### src/rtl/bsg_link_oserdes_phy.sv
// bsg_link_oserdes_phy
// Output serializer for the link PHY. Each accepted word of ratio_p*width_p
// bits is sent as ratio_p width_p-bit slices, one slice per clk_i cycle.
// A forwarded clock toggles every cycle once the block is out of reset.
// Consecutive words are streamed back to back: the next word is taken on
// the edge that emits the last slice of the current one.
// The optional macro BSG_LINK_OSERDES_PARITY_EN adds a registered
// even-parity output, parity_r_o, that accompanies each slice.

module bsg_link_oserdes_phy #(
  parameter int width_p     = 16,
  parameter int ratio_p     = 2,
  parameter int lsb_first_p = 1
) (
  input  logic                       clk_i,
  input  logic                       reset_n_i,
  input  logic                       valid_i,
  input  logic [ratio_p*width_p-1:0] data_i,
  output logic                       ready_o,
  output logic                       valid_r_o,
  output logic [width_p-1:0]         data_r_o,
  output logic                       clk_r_o
`ifdef BSG_LINK_OSERDES_PARITY_EN
  ,
  output logic                       parity_r_o
`endif
);

  // Reject configurations that cannot be serialized.
  if (ratio_p < 2) begin : g_bad_ratio
    $error("bsg_link_oserdes_phy: ratio_p must be >= 2");
  end
  if (width_p < 1) begin : g_bad_width
    $error("bsg_link_oserdes_phy: width_p must be >= 1");
  end

  localparam int                 cnt_w    = $clog2(ratio_p);
  localparam logic [cnt_w-1:0]   last_cnt = cnt_w'(ratio_p - 1);

  typedef enum logic {
    IDLE,
    SHIFT
  } state_e;

  state_e                     state_r;
  logic                       live_r;
  logic [cnt_w-1:0]           cnt_r;
  logic [ratio_p*width_p-1:0] hold_r;
  logic [cnt_w-1:0]           slice_idx;
  logic [width_p-1:0]         cur_slice;
  logic                       accept;

  // The handshake depends only on registers, so upstream sees no
  // combinational path from valid_i back to ready_o.
  assign ready_o = live_r & ((state_r == IDLE) | (cnt_r == last_cnt));
  assign accept  = valid_i & ready_o;

  // Pick the slice for the current count, honouring the slice order.
  always_comb begin
    // NOTE: every always_comb output gets a default first so no path leaves
    // it unassigned; that is what keeps synthesis from inferring a latch.
    slice_idx = cnt_r;
    cur_slice = '0;
    if (lsb_first_p == 0) begin
      slice_idx = last_cnt - cnt_r;
    end
    for (int k = 0; k < ratio_p; k++) begin
      if (slice_idx == cnt_w'(k)) begin
        cur_slice = hold_r[k*width_p +: width_p];
      end
    end
  end

  // Liveness flag and forwarded clock: the clock runs only once live.
  always_ff @(posedge clk_i or negedge reset_n_i) begin
    if (!reset_n_i) begin
      live_r  <= 1'b0;
      clk_r_o <= 1'b0;
    end else begin
      // NOTE: sequential state is updated with non-blocking assignments so
      // every flop samples the pre-edge value of every other flop.
      live_r <= 1'b1;
      if (live_r) begin
        clk_r_o <= ~clk_r_o;
      end
    end
  end

  // Serializer state machine with registered slice outputs.
  always_ff @(posedge clk_i or negedge reset_n_i) begin
    if (!reset_n_i) begin
      // NOTE: the hold register is a plain flop bank, not a memory, so it
      // takes the async reset along with the control state; a reset mid-word
      // therefore leaves nothing stale behind.
      state_r    <= IDLE;
      cnt_r      <= '0;
      hold_r     <= '0;
      valid_r_o  <= 1'b0;
      data_r_o   <= '0;
`ifdef BSG_LINK_OSERDES_PARITY_EN
      parity_r_o <= 1'b0;
`endif
    end else begin
      case (state_r)
        IDLE: begin
          valid_r_o  <= 1'b0;
          data_r_o   <= '0;
`ifdef BSG_LINK_OSERDES_PARITY_EN
          parity_r_o <= 1'b0;
`endif
          if (accept) begin
            hold_r  <= data_i;
            cnt_r   <= '0;
            state_r <= SHIFT;
          end
        end
        SHIFT: begin
          valid_r_o  <= 1'b1;
          data_r_o   <= cur_slice;
`ifdef BSG_LINK_OSERDES_PARITY_EN
          parity_r_o <= ^cur_slice;
`endif
          if (cnt_r == last_cnt) begin
            // Last slice leaves now; chain straight into the next word if
            // one is offered, otherwise drop back to idle.
            cnt_r <= '0;
            if (accept) begin
              hold_r <= data_i;
            end else begin
              state_r <= IDLE;
            end
          end else begin
            cnt_r <= cnt_r + 1'b1;
          end
        end
        default: begin
          state_r <= IDLE;
          cnt_r   <= '0;
        end
      endcase
    end
  end

endmodule

### config.mk
export PLATFORM = sky130hd
export DESIGN_NAME = bsg_link_oserdes_phy
export DESIGN_NICKNAME = d
export VERILOG_FILES = /design/src/rtl/bsg_link_oserdes_phy.sv
export SDC_FILE = /design/constraint.sdc
export NUM_CORES = 1
export LEC_CHECK = 0
export ABC_CLOCK_PERIOD_IN_PS = 1400
export BUFFER_PORTS_ARGS = -buffer_cell sky130_fd_sc_hd__buf_2
export CAP_MARGIN = 25
export CORE_ASPECT_RATIO = 0.75
export CORE_UTILIZATION = 47
export DETAILED_ROUTE_END_ITERATION = 10
export PLACE_DENSITY = 0.75
export SKIP_CTS_REPAIR_TIMING = 1
export SYNTH_ARGS = -nofsm -noshare
export SYNTH_HDL_FRONTEND = slang
export SYNTH_SLANG_ARGS = --single-unit
### constraint.sdc
create_clock -name clk_i -period 1.4 [get_ports clk_i]
set_input_delay 0.07 -clock clk_i [delete_from_list [all_inputs] [get_ports clk_i]]
set_output_delay 0.07 -clock clk_i [all_outputs]
set_load 0.02 [all_outputs]
# ---- After elaboration in Yosys (flattened, before gate mapping)
# Index checks and enable logic that the tools add are counted.
dict set report totals {
  inputBits 35
  reg_bits 53
  output_inout_bits 19
  elab_cells 27
}
dict set report classes {
  addsub 1
  n_bitwise 5
  mux 12
  eq_ne 2
}
# cell n
set ops {}
lappend ops {{32-bit 2-to-1 mux} 2}
lappend ops {{32-bit case mux with 2 select lines} 1}
lappend ops {{16-bit case mux with 2 select lines} 1}
lappend ops {{16-bit 2-to-1 mux} 1}
lappend ops {{1-bit case mux with 2 select lines} 3}
lappend ops {{1-bit 2-to-1 mux} 4}
lappend ops {{1-bit AND} 2}
lappend ops {{2-bit by 1-bit inequality test with 1-bit output, second input constant} 1}
lappend ops {{2-bit inequality test, second input constant} 1}
lappend ops {{1-bit NOT} 2}
lappend ops {{1-bit adder, second input constant} 1}
lappend ops {{1-bit OR} 1}

# ---- Logic depth before layout (Yosys ltp)
# Gate-level depths: netlist of the first run.
dict set report logic_depth {
  depth_word 7
  mapped_depth 6
}

# ---- Worst setup path after synthesis of the first run
# Ideal clock, no wire load.
dict set report synth_timing {
  path_kind {reg2reg}
  startpoint {register cnt_r}
  endpoint {register hold_r[10]}
  slack_ns -0.032
  arrival_time_ns 1.307
  n_path_buf 3
  required_time_ns 1.275
  path_stages_with_launch 7
  path_cell_list {dfrtp_1 -> buf_6 -> nand2b_4 -> nor2b_4 -> buf_6 -> buf_8 -> mux2_4}
}
dict set report synth_between {
  elab_chain_len 6
}
# item line
set synth_rtl {}
lappend synth_rtl {{from (decl)} 47} ;# logic [cnt_w-1:0] cnt_r;
lappend synth_rtl {{from (signal assigned)} 133} ;# cnt_r <= cnt_r + 1'b1;
lappend synth_rtl {{1-bit OR} 55} ;# assign ready_o = live_r & ((state_r == IDLE) | (cnt_r == last_cnt));
lappend synth_rtl {{1-bit AND} 55}
lappend synth_rtl {{1-bit AND} 56} ;# assign accept = valid_i & ready_o;
lappend synth_rtl {{32-bit 2-to-1 mux (2 in series)} --}
lappend synth_rtl {{32-bit case mux with 2 select lines} --}
lappend synth_rtl {{to (signal assigned)} 112} ;# hold_r <= data_i;
lappend synth_rtl {{to (signal assigned)} 128} ;# hold_r <= data_i;
lappend synth_rtl {{to (decl)} 48} ;# logic [ratio_p*width_p-1:0] hold_r;
# Several ways; a longest one is shown, not always the timed one. The select of a mux whose other input is x is not followed.
# A chain may end at the register's enable or synchronous reset.

# ---- Worst setup path in the final report of the first run
dict set report layout_timing {
  startpoint {register state_r}
  endpoint {register hold_r[31]}
}
dict set report layout_between {
  elab_chain_len 7
}
# item line
set layout_rtl {}
lappend layout_rtl {{from (decl)} 45} ;# state_e state_r;
lappend layout_rtl {{from (signal assigned)} 95} ;# state_r <= IDLE;
lappend layout_rtl {{from (signal assigned)} 114} ;# state_r <= SHIFT;
lappend layout_rtl {{from (signal assigned)} 130} ;# state_r <= IDLE;
lappend layout_rtl {{1-bit NOT} --}
lappend layout_rtl {{1-bit OR} 55}
lappend layout_rtl {{1-bit AND} 55}
lappend layout_rtl {{1-bit AND} 56}
lappend layout_rtl {{32-bit 2-to-1 mux (2 in series)} --}
lappend layout_rtl {{32-bit case mux with 2 select lines} 104} ;# case (state_r)
# Several ways; a longest one is shown, not always the timed one. The select of a mux whose other input is x is not followed.

==> results of run 1 <==
[worst max path at each step]
stage | start | endpoint | slack, ns
CTS | state_r | hold_r[29] | 0.03
global placement | state_r | hold_r[6] | 0.1
floorplan | cnt_r | hold_r[10] | -0.03
finish | state_r | hold_r[31] | 0.05
global route | cnt_r | hold_r[0] | -0.004
detailed placement | state_r | hold_r[5] | 0.05
[worst max-delay path: stages (launching register included)]
cell      delay (ns)
dfrtp_1         0.41
nand2b_4        0.09
nor2b_4         0.21
buf_12          0.18
mux2_1          0.34
[layer usage]
layer  track usage [%]  part of all wire (%)  up-vias
li1                  -                     -      620
met3              6.96                   5.0        4
met2              29.4                    52       36
met4              5.36                  0.83        0
met5                 0                     0        -
met1              20.7                    42      673
[per-stage QoR]
step / hold WS [ns] / TNS (ns) / worst slack (ns) / cells
2_1_floorplan: -0.226 / -0.960 / -0.0320 / 133
3_3_place_gp: 0.0394 / 0 / 0.0952 / 243
4_1_cts: -0.270 / 0 / 0.0336 / 251
3_5_place_dp: 0.0527 / 0 / 0.0497 / 243
6_report: -0.0118 / 0 / 0.0479 / 279
5_1_grt: 0.000933 / -0.00650 / -0.00411 / 279
[final cells by class]
class / count / area, µm²
Fill cell: 340 / 1540
Timing Repair Buffer: 88 / 624
Tap cell: 57 / 71.3
Multi-Input combinational cell: 73 / 798
Clock inverter: 2 / 38.8
Clock buffer: 6 / 72.6
Sequential cell: 53 / 1330
[placed cells by master, fill, tap and decap left out]
cell            n
clkinv_4        1
buf_6           1
nor2b_4         1
buf_4           5
nand2b_4        1
bufinv_16       1
mux2_4         30
clkbuf_1        1
mux2i_1        16
clkbuf_8        5
nand2_1         3
buf_2          53
buf_12          2
nor2b_1        16
nand3b_1        1
and2_1          1
dlygate4sd3_1  27
conb_1          1
xor2_1          1
dfrtp_1        53
mux2_1          2
[cells by family after synthesis]
| group | after synthesis | share of synthesized area, % |
|---|---|---|
| multiplexers | 48 | 28.8 |
| buffers and inverters | 7 | 3.47 |
| other | 1 | 0.170 |
| XOR/XNOR | 1 | 0.398 |
| AND/OR/NAND/NOR | 23 | 6.94 |
| flip-flops | 53 | 60.3 |
[flip-flops by register name (all words and copies together), names as in the netlist]
signal     cells
hold_r        32
data_r_o      16
clk_r_o        1
cnt_r          1
live_r         1
state_r        1
valid_r_o      1
[power groups by stage]
stage / Sequential (W) / Combinational [W] / Clock [W]
after floorplan: 0.00282 / 0.00132 / 0
after global placement: 0.00252 / 0.00210 / 0
after detailed placement: 0.00257 / 0.00219 / 0
after CTS: 0.00255 / 0.00220 / 0.00104
after global routing: 0.00262 / 0.00240 / 0.00112
final: 0.00254 / 0.00223 / 0.00102
==> results.txt, run 1 <==
The run finished, with violations left. The checks that failed: hold timing. After synthesis, the most frequently instantiated cells are 53 x dfrtp_1, 30 x mux2_4, 16 x mux2i_1, 16 x nor2b_1. The logs give 1333 for the vias after detailed routing and 0.00770 ns for the final worst clock skew. The worst register-to-register path has a setup slack of 0.05 ns. Detailed placement finished with a half-perimeter wire length of 2790 µm. Final-stage net count: 256. TritonCTS built the clock tree. The worst hold path begins at data_i[0]. Data arrives at the worst endpoint at 1.53 ns. The worst register-to-register path has a depth of 4. The ratio of final minimum period to clock period is 96.6%. The tools report the clock network latency to the later pin of the worst-skew pair as 0.30 ns. Cells fill 65.6% of the core in the end. For the number of antenna violations at the first check in global routing, the log shows 0. The initial utilization of the core area, before any placement, comes to 49.3%. The most common cell in the synthesized netlist is dfrtp_1. The share of synthesized flip-flops with an asynchronous set or reset is 100%. In this run the critical register-to-register path is captured at hold_r[31].

Most instantiated flip-flop cell in the synthesis netlist: dfrtp_1. For the highest clock rate, the log shows 740 MHz. In this run the cell area measured after placement is 0.00254 mm². The count of final setup violators is 0, and the proportion of power drawn by combinational gates is 38.6%. The number of port buffers was 53; the pin count of the biggest net entering global routing was 34. In this run the power density over the cells is 1970 mW/mm².

Counting instances, the worst hold path has a depth of 2. The tools report the origin of the critical flop-to-flop path as state_r. Summed over all layers, the routed wires come to 4200 µm.

The number of endpoints with negative hold slack in the final report is 1, and the final standard cell area without fillers is 0.00293 mm². The internal power of the cells was 0.00395 W; the cell area after technology mapping was 0.00220 mm². The clock net in this run drives a total of 53 sinks.

The count of standard-cell rows was 21; the proportion of netlist area held by the largest area contributor was 60.3%. For the switching power of the nets, the log shows 0.00184 W. Net switching is 31.7% of the power. The number of clock buffers added by TritonCTS is 5. After the first detailed-routing iteration, the DRC count stood at 24. The deepest level of the CTS H-tree was 2. VDD sags by at most 0.888 mV.

The die boundary width is 81.0 µm. The clock tree buffer depth came out at 2. The kind of end point of the critical path is a flip-flop. The number of synthesized flops with an enable pin was 0.

For the number of max-slew violations in the final report, the log shows 0. The overall die height came out at 61.3 µm. Across the run, the number of max-cap violations was 0. The number of vias per cell after detailed routing was 4.78; the clock power share was 17.6%. Biggest area consumer among synthesized cells: dfrtp_1.

Routability-driven placement finished with a final weighted congestion of 0.817. The tightest min-delay check is of the input port to flip-flop type. The time the worst path needs with I/O delays and setup is 1.35 ns, and the number of search-and-repair iterations in the first detailed-routing pass is 3. Counting every instance in the synthesized netlist gives 133. The share of power burned in registers was 43.9%. Capture endpoint of the worst hold path: hold_r[0].

The cell sitting at the root of the clock tree is a clkbuf_8. The number of global-route vias before repair is 1302, and the minimum hold slack is -0.0118 ns. Of the cells placed in the final design, the portion with a size suffix greater than 1 is 45.0%. The total global routing overflow is 0, and the boundary pin count is 54. The number of storage elements in the synthesis netlist was 53; the clock slew seen by the registers of the worst setup and hold paths was 0.09 ns. STA puts the critical path data required time at 1.58 ns.

The critical path is of the flip-flop to flip-flop type. 0 antenna diodes ended up in the layout. The number of nets handed over by synthesis was 168. The overall global routing resource usage is 17.4%.

In the routed design, unresolved DRC markers number 0. The netlist uses 16 different library cells. The run gives 0 as the final antenna-violating net count. Ranked by total cell area, the synthesized netlist is headed by dfrtp_1 60%, mux2_4 20%, mux2i_1 7.3%. The die covers 0.00496 mm². The first global-routing pass estimated 6190 µm of wire.

The worst setup path is launched from a flip-flop. The run gives 60.3% as the sequential share of the synthesized area. The synthesis-to-layout area growth is 33.2%, and the count of yosys warnings during synthesis is 0.

For the total leakage power, the log shows 1.46 nW. Area of the core region: 0.00447 mm². Routed length per instance: 15.1 µm. Summing internal, switching and leakage power gives 0.00579 W.

The top fanout value on the critical path was 13. A synthesized cell averages 16.5 µm².
Power figures use the tool's default switching activity.
==> inputs of run 2 (changes only) <==
- CORE_ASPECT_RATIO: 0.75 -> not set
- CORE_UTILIZATION: 47 -> 49
- CTS_BUF_LIST: not set -> sky130_fd_sc_hd__clkbuf_2 sky130_fd_sc_hd__clkbuf_4 sky130_fd_sc_hd__clkbuf_8
- HOLD_SLACK_MARGIN: not set -> 0.08
- PLACE_DENSITY: 0.75 -> 0.78
==> results.txt, run 2 (same netlist as run 1, synthesis figures left out) <==
The flow ran to the end, but the final reports show violations. Violated checks: setup timing (was hold timing). TritonCTS built the clock tree.

The top fanout value on the critical path works out to 7 (was 13). The logs give 0.279 ns (was -0.0118 ns) for the minimum hold slack and 18.4% (was 17.4%) for the overall global routing resource usage. The number of max-slew violations in the final report was 0 (unchanged); the highest clock rate was 714 MHz (was 740 MHz). For the detailed-route wire length, the log shows 4530 µm (was 4200 µm). The clock slew seen by the registers of the worst setup and hold paths was 0.10 ns (was 0.09 ns).

The run gives 50.9% (was 49.3%) as the starting utilization of the core area. Critical path class: flip-flop to flip-flop (unchanged). The run gives 1.59 ns (was 1.53 ns) as the worst endpoint data arrival time. The final-stage net count is 268 (was 256). The placer's final routability congestion estimate came out at 0.669 (was 0.817). Met3 wirelength from detailed routing: 145 µm (was 211 µm).

The tools report the total global routing overflow as 0 (unchanged). The switching part of the total is 31.1% (was 31.7%), and the number of vias per cell after detailed routing is 4.83 (was 4.78). The run gives 2 (unchanged) as the deepest level of the CTS H-tree.

Internal power of the cells: 0.00422 W (was 0.00395 W). The proportion of power drawn by combinational gates came out at 38.7% (was 38.6%). The highest ir drop seen on vdd is 1.03 mV (was 0.888 mV).

The number of inserted diodes was 0 (unchanged). Setup repair after global routing could not meet its margin everywhere. The run gives 2 (was 0) as the count of final setup violators. Ratio of total power to cell area: 1970 mW/mm² (about the same).

Number of endpoints with negative hold slack in the final report: 0 (was 1). The tools report the kind of end point of the critical path as a flip-flop (unchanged). The number of global-route vias before repair is 1344 (was 1302), and the share of final-layout standard cells stronger than drive strength 1 is 45.3% (was 45.0%). Most used cells in the layout excluding fill and tap cells: 53 x dfrtp_1, 53 x buf_2, 34 x dlygate4sd3_1, 30 x mux2_4 (was 53 x dfrtp_1, 53 x buf_2, 30 x mux2_4, 27 x dlygate4sd3_1).

The boundary pin count is 54 (unchanged), and the setup slack after layout is -0.000989 ns (was 0.0479 ns). Routed length on met2: 2480 µm (was 2200 µm). Time the worst path needs with I/O delays and setup: 1.40 ns (was 1.35 ns).

Launching element type of the critical path: a flip-flop (unchanged). The tools report the final antenna-violating net count as 0 (unchanged). The area of the core region is 0.00432 mm² (was 0.00447 mm²), and the length in cells of the worst reg-to-reg path is 5 (was 4). The total leakage power is 1.55 nW (was 1.46 nW). The number of flip-flops under the largest register name is 32 (unchanged). Highest routing layer actually used: met4 (unchanged). The logs give 6760 µm (was 6190 µm) for the wire length of the first global-routing pass and 41.7% (was 43.9%) for the share of power burned in registers. Number of remaining DRC errors: 0 (unchanged). The die area is 0.00476 mm² (was 0.00496 mm²), and the routed length per instance is 15.8 µm (was 15.1 µm). The number of antenna violations at the first check in global routing came out at 0 (unchanged). The run gives 53 (was 24) as the detailed router's first-iteration violation count. The logs give 0.0100 ns (was 0.00770 ns) for the final worst clock skew and 19.7% (was 17.6%) for the clock power share. The logs give 1.59 ns (was 1.58 ns) for the data required time of the worst path and 53 (unchanged) for the number of sinks driven by the clock tree. Worst hold path class: input port to async pin (was input port to flip-flop). The vias after detailed routing is 1381 (was 1333), and the post-place setup slack is 0.0627 ns (was 0.0497 ns). The number of port buffers is 53 (unchanged), and the number of search-and-repair iterations in the first detailed-routing pass is 4 (was 3). The clock network latency to the later pin of the worst-skew pair is 0.31 ns (was 0.30 ns), and the synthesis-to-layout area growth is 41.2% (was 33.2%). The clock tree buffer depth came out at 2 (unchanged). The run gives -0.00132 ns (was 0 ns) as the final setup TNS. The pin count of the biggest net entering global routing was 54 (was 34).

The detailed-placement wirelength estimate was 2690 µm (was 2790 µm); the met1 wire length was 1820 µm (was 1760 µm). The run gives 0 (unchanged) as the count of maximum capacitance violations. The die boundary width is 69.0 µm (was 81.0 µm).

The root buffer cell is clkbuf_8 (unchanged). The register with the most flip-flops is hold_r (unchanged). The count of standard-cell rows came out at 24 (was 21). Largest registers: hold_r (32), data_r_o (16) (unchanged).

The ratio of final minimum period to clock period is 100% (was 96.6%), and the total CTS buffers is 5 (unchanged). The switching power of the nets is 0.00190 W (was 0.00184 W). The overall die height works out to 69.0 µm (was 61.3 µm).
## run 2: critical path: stages, from the launching register on
cell	delay [ns]
dfrtp_1	0.41
nand2b_4	0.16
nor2b_4	0.14
buf_4	0.14
clkbuf_16	0.16
mux2_4	0.29
## run 2: layout make-up
| type | instances | area (µm²) |
|---|---|---|
| flip-flops and latches | 53 | 1330 |
| fillers | 278 | 1220 |
| multi-input cells | 73 | 798 |
| repair buffers | 100 | 783 |
| clock buffers | 5 | 68.8 |
| clock inverters | 3 | 65.1 |
| well taps | 52 | 65.1 |
## run 2: path summary, 6_finish.rpt
check                              endpoint  slack, ns  startpoint
worst max register to register   hold_r[30]     -0.001       cnt_r
worst min-delay path            data_r_o[5]       0.28   reset_n_i
worst max-delay path             hold_r[30]     -0.001       cnt_r
min in group clk_i                  clk_r_o       0.49     clk_r_o
max in group asynchronous       data_r_o[8]       0.89   reset_n_i
worst min register to register      clk_r_o       0.49     clk_r_o
## run 2: metrics by stage
step	util (%)	area, µm²	instances	total power (W)
2_1_floorplan	-	2200	133	0.00414
3_3_place_gp	58.7	2540	237	0.00463
4_1_cts	61.8	2670	245	0.00596
5_1_grt	71.8	3110	286	0.00647
6_report	71.8	3110	286	0.00612
3_5_place_dp	58.7	2540	237	0.00476
## run 2: power by group through the flow
stage / clock (W) / sequential [W] / combinational, W
3_3_place_gp: 0 / 0.00251 / 0.00212
3_5_place_dp: 0 / 0.00256 / 0.00219
6_report: 0.00120 / 0.00255 / 0.00236
2_1_floorplan: 0 / 0.00282 / 0.00132
4_1_cts: 0.00121 / 0.00254 / 0.00220
5_1_grt: 0.00129 / 0.00264 / 0.00254
## run 2: metal layers
metal  GRT usage, %  vias to the layer above
met2           32.8                       34
met1           21.4                      696
met5              0                        -
met4           8.16                        0
met3           3.65                        9
li1               -                      642
